## src/rtl/traffic_pkg.sv

```systemverilog
// Shared types for the intersection phase sequencer: phase encoding,
// signal-head colour constants, direction enum and light decode helpers.
package traffic_pkg;

  typedef enum logic [2:0] {
    NS_GREEN  = 3'd0,
    NS_YELLOW = 3'd1,
    ALL_RED_1 = 3'd2,
    EW_GREEN  = 3'd3,
    EW_YELLOW = 3'd4,
    ALL_RED_2 = 3'd5,
    PED_WALK  = 3'd6
  } phase_t;

  typedef enum logic {
    NS = 1'b0,
    EW = 1'b1
  } dir_t;

  // Signal-head encoding is {R,Y,G}, one-hot.
  localparam logic [2:0] LIGHT_RED = 3'b100;
  localparam logic [2:0] LIGHT_YEL = 3'b010;
  localparam logic [2:0] LIGHT_GRN = 3'b001;

  // North-south head colour for a given phase; red whenever NS is not active.
  function automatic logic [2:0] ns_light_of(input phase_t p);
    logic [2:0] l;
    case (p)
      NS_GREEN:  l = LIGHT_GRN;
      NS_YELLOW: l = LIGHT_YEL;
      default:   l = LIGHT_RED;
    endcase
    return l;
  endfunction

  // East-west head colour for a given phase; red whenever EW is not active.
  function automatic logic [2:0] ew_light_of(input phase_t p);
    logic [2:0] l;
    case (p)
      EW_GREEN:  l = LIGHT_GRN;
      EW_YELLOW: l = LIGHT_YEL;
      default:   l = LIGHT_RED;
    endcase
    return l;
  endfunction

endpackage

```

## src/rtl/traffic_phase_controller_phase_timer.sv

```systemverilog
// Loadable down-counter used as the per-phase countdown. A load wins over a
// decrement; the count saturates at zero and never wraps. done flags the
// tick that lands on an already-zero count, i.e. the last tick of a phase.
module phase_timer
  import traffic_pkg::*;
#(
  parameter int               CNT_W     = 6,
  parameter logic [CNT_W-1:0] RESET_VAL = '0
) (
  input  logic             InputClk,
  input  logic             reset,
  input  logic             tick,
  input  logic             load,
  input  logic [CNT_W-1:0] load_val,
  output logic [CNT_W-1:0] remaining,
  output logic             done
);

  logic [CNT_W-1:0] remaining_q;
  logic [CNT_W-1:0] remaining_d;

  // Next count: reload on phase change, otherwise step down on each tick until zero.
  always_comb begin
    remaining_d = remaining_q;
    if (load) begin
      remaining_d = load_val;
    end else if (tick && (remaining_q != '0)) begin
      remaining_d = remaining_q - 1'b1;
    end
  end

  // Count register; reset value matches the phase the controller resets into.
  always_ff @(posedge InputClk) begin
    if (reset) begin
      remaining_q <= RESET_VAL;
    end else begin
      remaining_q <= remaining_d;
    end
  end

  assign remaining = remaining_q;
  assign done      = tick && (remaining_q == '0);

endmodule

```

## src/rtl/traffic_phase_controller.sv

```systemverilog
// Intersection phase sequencer: NS green/yellow, all-red, EW green/yellow,
// all-red, with an optional pedestrian walk inserted after an all-red phase.
// Optional feature macro: TRAFFIC_PED_EN (walk phase and request latch).
// Without it ped_req is ignored and walk/ped_ack stay low.
module traffic_phase_controller
  import traffic_pkg::*;
#(
  parameter int GREEN_TICKS  = 15,
  parameter int YELLOW_TICKS = 4,
  parameter int ALLRED_TICKS = 2,
  parameter int WALK_TICKS   = 8,
  parameter int CNT_W        = 6
) (
  input  logic             InputClk,
  input  logic             reset,
  input  logic             tick,
  input  logic             ped_req,
  output logic [2:0]       ns_light,
  output logic [2:0]       ew_light,
  output logic             walk,
  output logic             ped_ack,
  output logic [CNT_W-1:0] remaining
);

  // Durations are stored minus one so a full 2^CNT_W tick phase still fits.
  localparam logic [CNT_W-1:0] GREEN_M1  = CNT_W'(GREEN_TICKS - 1);
  localparam logic [CNT_W-1:0] YELLOW_M1 = CNT_W'(YELLOW_TICKS - 1);
  localparam logic [CNT_W-1:0] ALLRED_M1 = CNT_W'(ALLRED_TICKS - 1);
  localparam logic [CNT_W-1:0] WALK_M1   = CNT_W'(WALK_TICKS - 1);

  function automatic logic [CNT_W-1:0] duration_m1(input phase_t p);
    logic [CNT_W-1:0] d;
    case (p)
      NS_GREEN, EW_GREEN:   d = GREEN_M1;
      NS_YELLOW, EW_YELLOW: d = YELLOW_M1;
      PED_WALK:             d = WALK_M1;
      default:              d = ALLRED_M1;
    endcase
    return d;
  endfunction

  phase_t     state_q, state_d;
  dir_t       next_dir_q, next_dir_d;
  logic       ped_pending_q, ped_pending_d;
  logic [2:0] ns_light_q, ns_light_d;
  logic [2:0] ew_light_q, ew_light_d;
  logic       walk_q, walk_d;
  logic       ped_ack_q, ped_ack_d;
  logic       enter_walk;
  logic       timer_done;

  // The timer reloads on exactly the edge the FSM changes phase.
  phase_timer #(
    .CNT_W     (CNT_W),
    .RESET_VAL (ALLRED_M1)
  ) u_timer (
    .InputClk  (InputClk),
    .reset     (reset),
    .tick      (tick),
    .load      (timer_done),
    .load_val  (duration_m1(state_d)),
    .remaining (remaining),
    .done      (timer_done)
  );

  // Phase sequencing: advance only on the last tick of the current phase.
  always_comb begin
    state_d    = state_q;
    next_dir_d = next_dir_q;
    enter_walk = 1'b0;
    if (timer_done) begin
      case (state_q)
        NS_GREEN:  state_d = NS_YELLOW;
        NS_YELLOW: state_d = ALL_RED_1;
        ALL_RED_1: begin
          if (ped_pending_q) begin
            state_d    = PED_WALK;
            next_dir_d = EW;
            enter_walk = 1'b1;
          end else begin
            state_d = EW_GREEN;
          end
        end
        EW_GREEN:  state_d = EW_YELLOW;
        EW_YELLOW: state_d = ALL_RED_2;
        ALL_RED_2: begin
          if (ped_pending_q) begin
            state_d    = PED_WALK;
            next_dir_d = NS;
            enter_walk = 1'b1;
          end else begin
            state_d = NS_GREEN;
          end
        end
        PED_WALK:  state_d = (next_dir_q == EW) ? EW_GREEN : NS_GREEN;
        default:   state_d = ALL_RED_2;
      endcase
    end
  end

`ifdef TRAFFIC_PED_EN
  // Pedestrian latch: the walk entry edge clears it and swallows any coincident request.
  always_comb begin
    ped_pending_d = ped_pending_q;
    if (enter_walk) begin
      ped_pending_d = 1'b0;
    end else if (ped_req && (state_q != PED_WALK)) begin
      ped_pending_d = 1'b1;
    end
    ped_ack_d = enter_walk;
    walk_d    = (state_d == PED_WALK);
  end
`else
  // No pedestrian phase: latch stays clear so the all-red phases always go to green.
  always_comb begin
    ped_pending_d = 1'b0;
    ped_ack_d     = 1'b0;
    walk_d        = 1'b0;
  end

  logic unused_ped;
  assign unused_ped = ped_req ^ enter_walk;
`endif

  // Heads decode from the next phase so they are registered alongside the state.
  always_comb begin
    ns_light_d = ns_light_of(state_d);
    ew_light_d = ew_light_of(state_d);
  end

  // FSM state, pedestrian bookkeeping and registered outputs.
  always_ff @(posedge InputClk) begin
    if (reset) begin
      state_q       <= ALL_RED_2;
      next_dir_q    <= NS;
      ped_pending_q <= 1'b0;
      ns_light_q    <= LIGHT_RED;
      ew_light_q    <= LIGHT_RED;
      walk_q        <= 1'b0;
      ped_ack_q     <= 1'b0;
    end else begin
      state_q       <= state_d;
      next_dir_q    <= next_dir_d;
      ped_pending_q <= ped_pending_d;
      ns_light_q    <= ns_light_d;
      ew_light_q    <= ew_light_d;
      walk_q        <= walk_d;
      ped_ack_q     <= ped_ack_d;
    end
  end

  assign ns_light = ns_light_q;
  assign ew_light = ew_light_q;
  assign walk     = walk_q;
  assign ped_ack  = ped_ack_q;

endmodule
```

## config.mk

```make
export PLATFORM = sky130hd
export DESIGN_NAME = traffic_phase_controller
export DESIGN_NICKNAME = d
export VERILOG_FILES = /design/src/rtl/traffic_pkg.sv /design/src/rtl/traffic_phase_controller_phase_timer.sv /design/src/rtl/traffic_phase_controller.sv
export SDC_FILE = /design/constraint.sdc
export NUM_CORES = 1
export LEC_CHECK = 0
export ABC_AREA = 0
export CAP_MARGIN = 0
export CORE_UTILIZATION = 35
export DETAILED_ROUTE_END_ITERATION = 8
export GPL_ROUTABILITY_DRIVEN = 0
export PLACE_DENSITY = 0.58
export SKIP_CTS_REPAIR_TIMING = 1
export SYNTH_ARGS = -nofsm -noshare
export SYNTH_HDL_FRONTEND = slang
export SYNTH_SLANG_ARGS = --single-unit
export TNS_END_PERCENT = 10
```

## constraint.sdc

```tcl
create_clock -name InputClk -period 2.6 [get_ports InputClk]
set_input_delay 0.65 -clock InputClk [delete_from_list [all_inputs] [get_ports InputClk]]
set_output_delay 0.65 -clock InputClk [all_outputs]
set_load 0.03 [all_outputs]
```

==> impl_metrics.py <==
metrics = {
    "min_path": {
        "worstHoldStart": "u_timer.remaining[5]",
        "min_path_type": "reg -> reg",
        "holdPathEnd": "u_timer.remaining[5]",
        "min_path_cells": 2,
    },
    "detailed_routing": {
        "ant_nets": 0,
        "via_per_inst": 5.67,
        "drt_iter0_markers": 19,
        "dr.pass1.iters": 4,
        "vias": 754,
        "wl_per_cell_um": 14.2,
        "drc": 0,
        "drt_wl_total_um": 1880,
    },
    "setup_path": {
        "start_kind": "flip-flop",
        "rr_worst_depth": 3,
        "r2r_start": "u_timer.remaining[2]",
        "crit_type": "reg -> out",
        "arrival_ps": 1490,
        "cp_max_fo": 8,
        "max_stage_delay_ps": 720,
        "cp_top_family": "buffers and inverters",
        "r2r_setup_slack_ps": 820,
        "timing.rr.end": "ns_light[1]",
        "worstPathRequired_ps": 1950,
        "critPathCaptureType": "output port",
        "cpMaxStageDelayCell": "clkdlybuf4s50_1",
        "worstPathCellList": "clkdlybuf4s50_1",
        "critical_path_buf_inv_count": 1,
    },
    "logic_synthesis": {
        "synth_seq_area_share": 0.382,
        "synth_cells": 93,
        "postSynthAreaPerCell_um2": 8.46,
        "ys_types": 40,
        "synth-seq-cells": 15,
        "synth_async_sr_flop_share": 0,
        "synth_top_area_frac": 0.382,
        "syn_area_um2": 787,
        "ys_top_cells_by_area": "dfxtp_1 (38%), a31oi_1 (4.0%), a21oi_1 (3.2%)",
        "synth_ff_type": "dfxtp_1",
        "yosysTopAreaCell": "dfxtp_1",
        "synth_warnings": 0,
        "synth_most_common_cell": "dfxtp_1",
        "synth_edf_count": 0,
        "synth_commonest_cells": "dfxtp_1 (15), a21oi_1 (5), a31oi_1 (5), clkbuf_1 (5), nor2_1 (5)",
    },
    "place": {
        "pre_cts_ws_ps": 217,
        "numPlacedInstances": 129,
        "dp_hpwl_um": 1220,
        "post_dp_cell_area_um2": 943,
        "place.port_buffers": 14,
    },
    "global_routing": {
        "antenna_found_initial": 0,
        "track_usage": 0.160,
        "grt_pass1_vias": 660,
        "grt_max_degree": 14,
        "grt_pass1_wl_um": 2990,
        "overflow": 0,
    },
    "power_and_ir_drop": {
        "pwr-share-comb": 0.282,
        "clockPowerShare": 0.246,
        "switchingPower_mw": 0.202,
        "p_total_mw": 0.569,
        "p_per_area_mw_per_mm2": 586,
        "internal_power_mw": 0.368,
        "power_frac_seq": 0.473,
        "vdd_drop_max_v": 0.000330,
        "switching_share": 0.354,
        "leakagePower_nw": 0.352,
    },
    "clocking": {
        "cts_buffers": 3,
        "cts_tree": "done",
        "path_clk_slew_ps": 100,
        "htreeDepth": 1,
        "clock_sinks": 15,
        "cts-root-buf": "clkbuf_4",
        "clk_path_buf_depth": 2,
        "clk_latency_ps": 290,
    },
    "sta": {
        "maxSlewViolCount": 0,
        "setup-tns-final_ps": 0,
        "rsz0062_at_grt": "false",
        "period_share": 0.824,
        "setup_slack_ps": 458,
        "fmax_mhz": 467,
        "holdWs_ps": 517,
        "min_period_ps": 2140,
        "skew_ps": 3.93,
        "setup_viol": 0,
        "hold_viol_final": 0,
    },
    "final_layout": {
        "syn_to_final_growth_pct": 23.4,
        "fillers": 203,
        "finalCoreUtilization": 0.475,
        "layout.cells.non_filler": 133,
        "nets": 113,
        "num_antenna_cells": 0,
        "multi_input_area_um2": 424,
        "ff_latch_area_um2": 300,
        "drive_gt1_frac": 0.104,
        "design_area_um2": 971,
    },
    "floorplan": {
        "initial_utilization": 0.385,
        "ios": 18,
        "dieArea_mm2": 0.00244,
        "rows": 16,
        "die_h_um": 49.4,
        "coreArea_mm2": 0.00204,
        "fp.dieW_um": 49.4,
    },
    "job": {
        "cap_violations": 0,
    },
    "run_status": {
        "status": "complete, no violations",
    },
}
-- cell type report --
class / count / share of cell area
sequential: 15 / 0.309
clock buffer: 3 / 0.0232
tap: 27 / 0.0348
multi-input combinational: 65 / 0.437
timing repair buffer: 18 / 0.175
inverter: 4 / 0.0155
clock inverter: 1 / 0.00515
-- layer usage --
| layer | up-vias | track usage | routed length [um] | part of all wire |
|---|---|---|---|---|
| met4 | 0 | 0.0905 | 33 | 0.018 |
| li1 | 372 | - | - | - |
| met3 | 4 | 0.0249 | 85 | 0.045 |
| met5 | - | 0 | 0 | 0 |
| met2 | 21 | 0.251 | 862 | 0.46 |
| met1 | 357 | 0.206 | 901 | 0.48 |
-- cells in the final DEF, fill, tap and decap left out, types with 4 or more instances in the layout --
cell type,instances
buf_4,4
nor2_1,5
dfxtp_1,15
a31oi_1,5
nand2_1,4
nand4_1,4
a21oi_1,5
clkdlybuf4s50_1,14
inv_1,4
-- power by group through the flow --
stage                     sequential, mW  combinational, mW  clock [mW]
after global placement             0.273              0.157           0
after detailed placement           0.274              0.159           0
final                              0.269              0.160       0.140
after CTS                          0.268              0.160       0.145
after floorplan                    0.291             0.0901           0
after global routing               0.273              0.173       0.153
-- how the worst max path moves through the flow --
stage | start | endpoint | slack, ps | depth (start not counted)
after global routing | u_timer.remaining[2] | remaining[2] | 420 | 1
after global placement | tick | ns_light[2] | 230 | 4
after floorplan | tick | ew_light[0] | 700 | 5
after detailed placement | tick | ns_light[1] | 220 | 4
final | u_timer.remaining[2] | remaining[2] | 460 | 1
after CTS | u_timer.remaining[2] | remaining[2] | 450 | 1
-- logic make-up (layout without fill, tap and decap cells) --
group                      after synthesis  count (layout)  synth area share
other                                    1               2           0.00476
DFF                                     15              15             0.382
buffers and inverters                   14              26            0.0843
and+or+nand+nor                         29              29             0.215
AOI/OAI and AO/OA                       31              31             0.272
adders and majority gates                2               2            0.0318
xor gates and xnor gates                 1               1            0.0111
-- sequential cells by signal, summed over array words and instances (netlist names) --
register / flops
state_q: 3
ew_light: 3
u_timer.remaining: 6
ns_light: 3
Note: power is estimated with default switching activity, not from simulation.
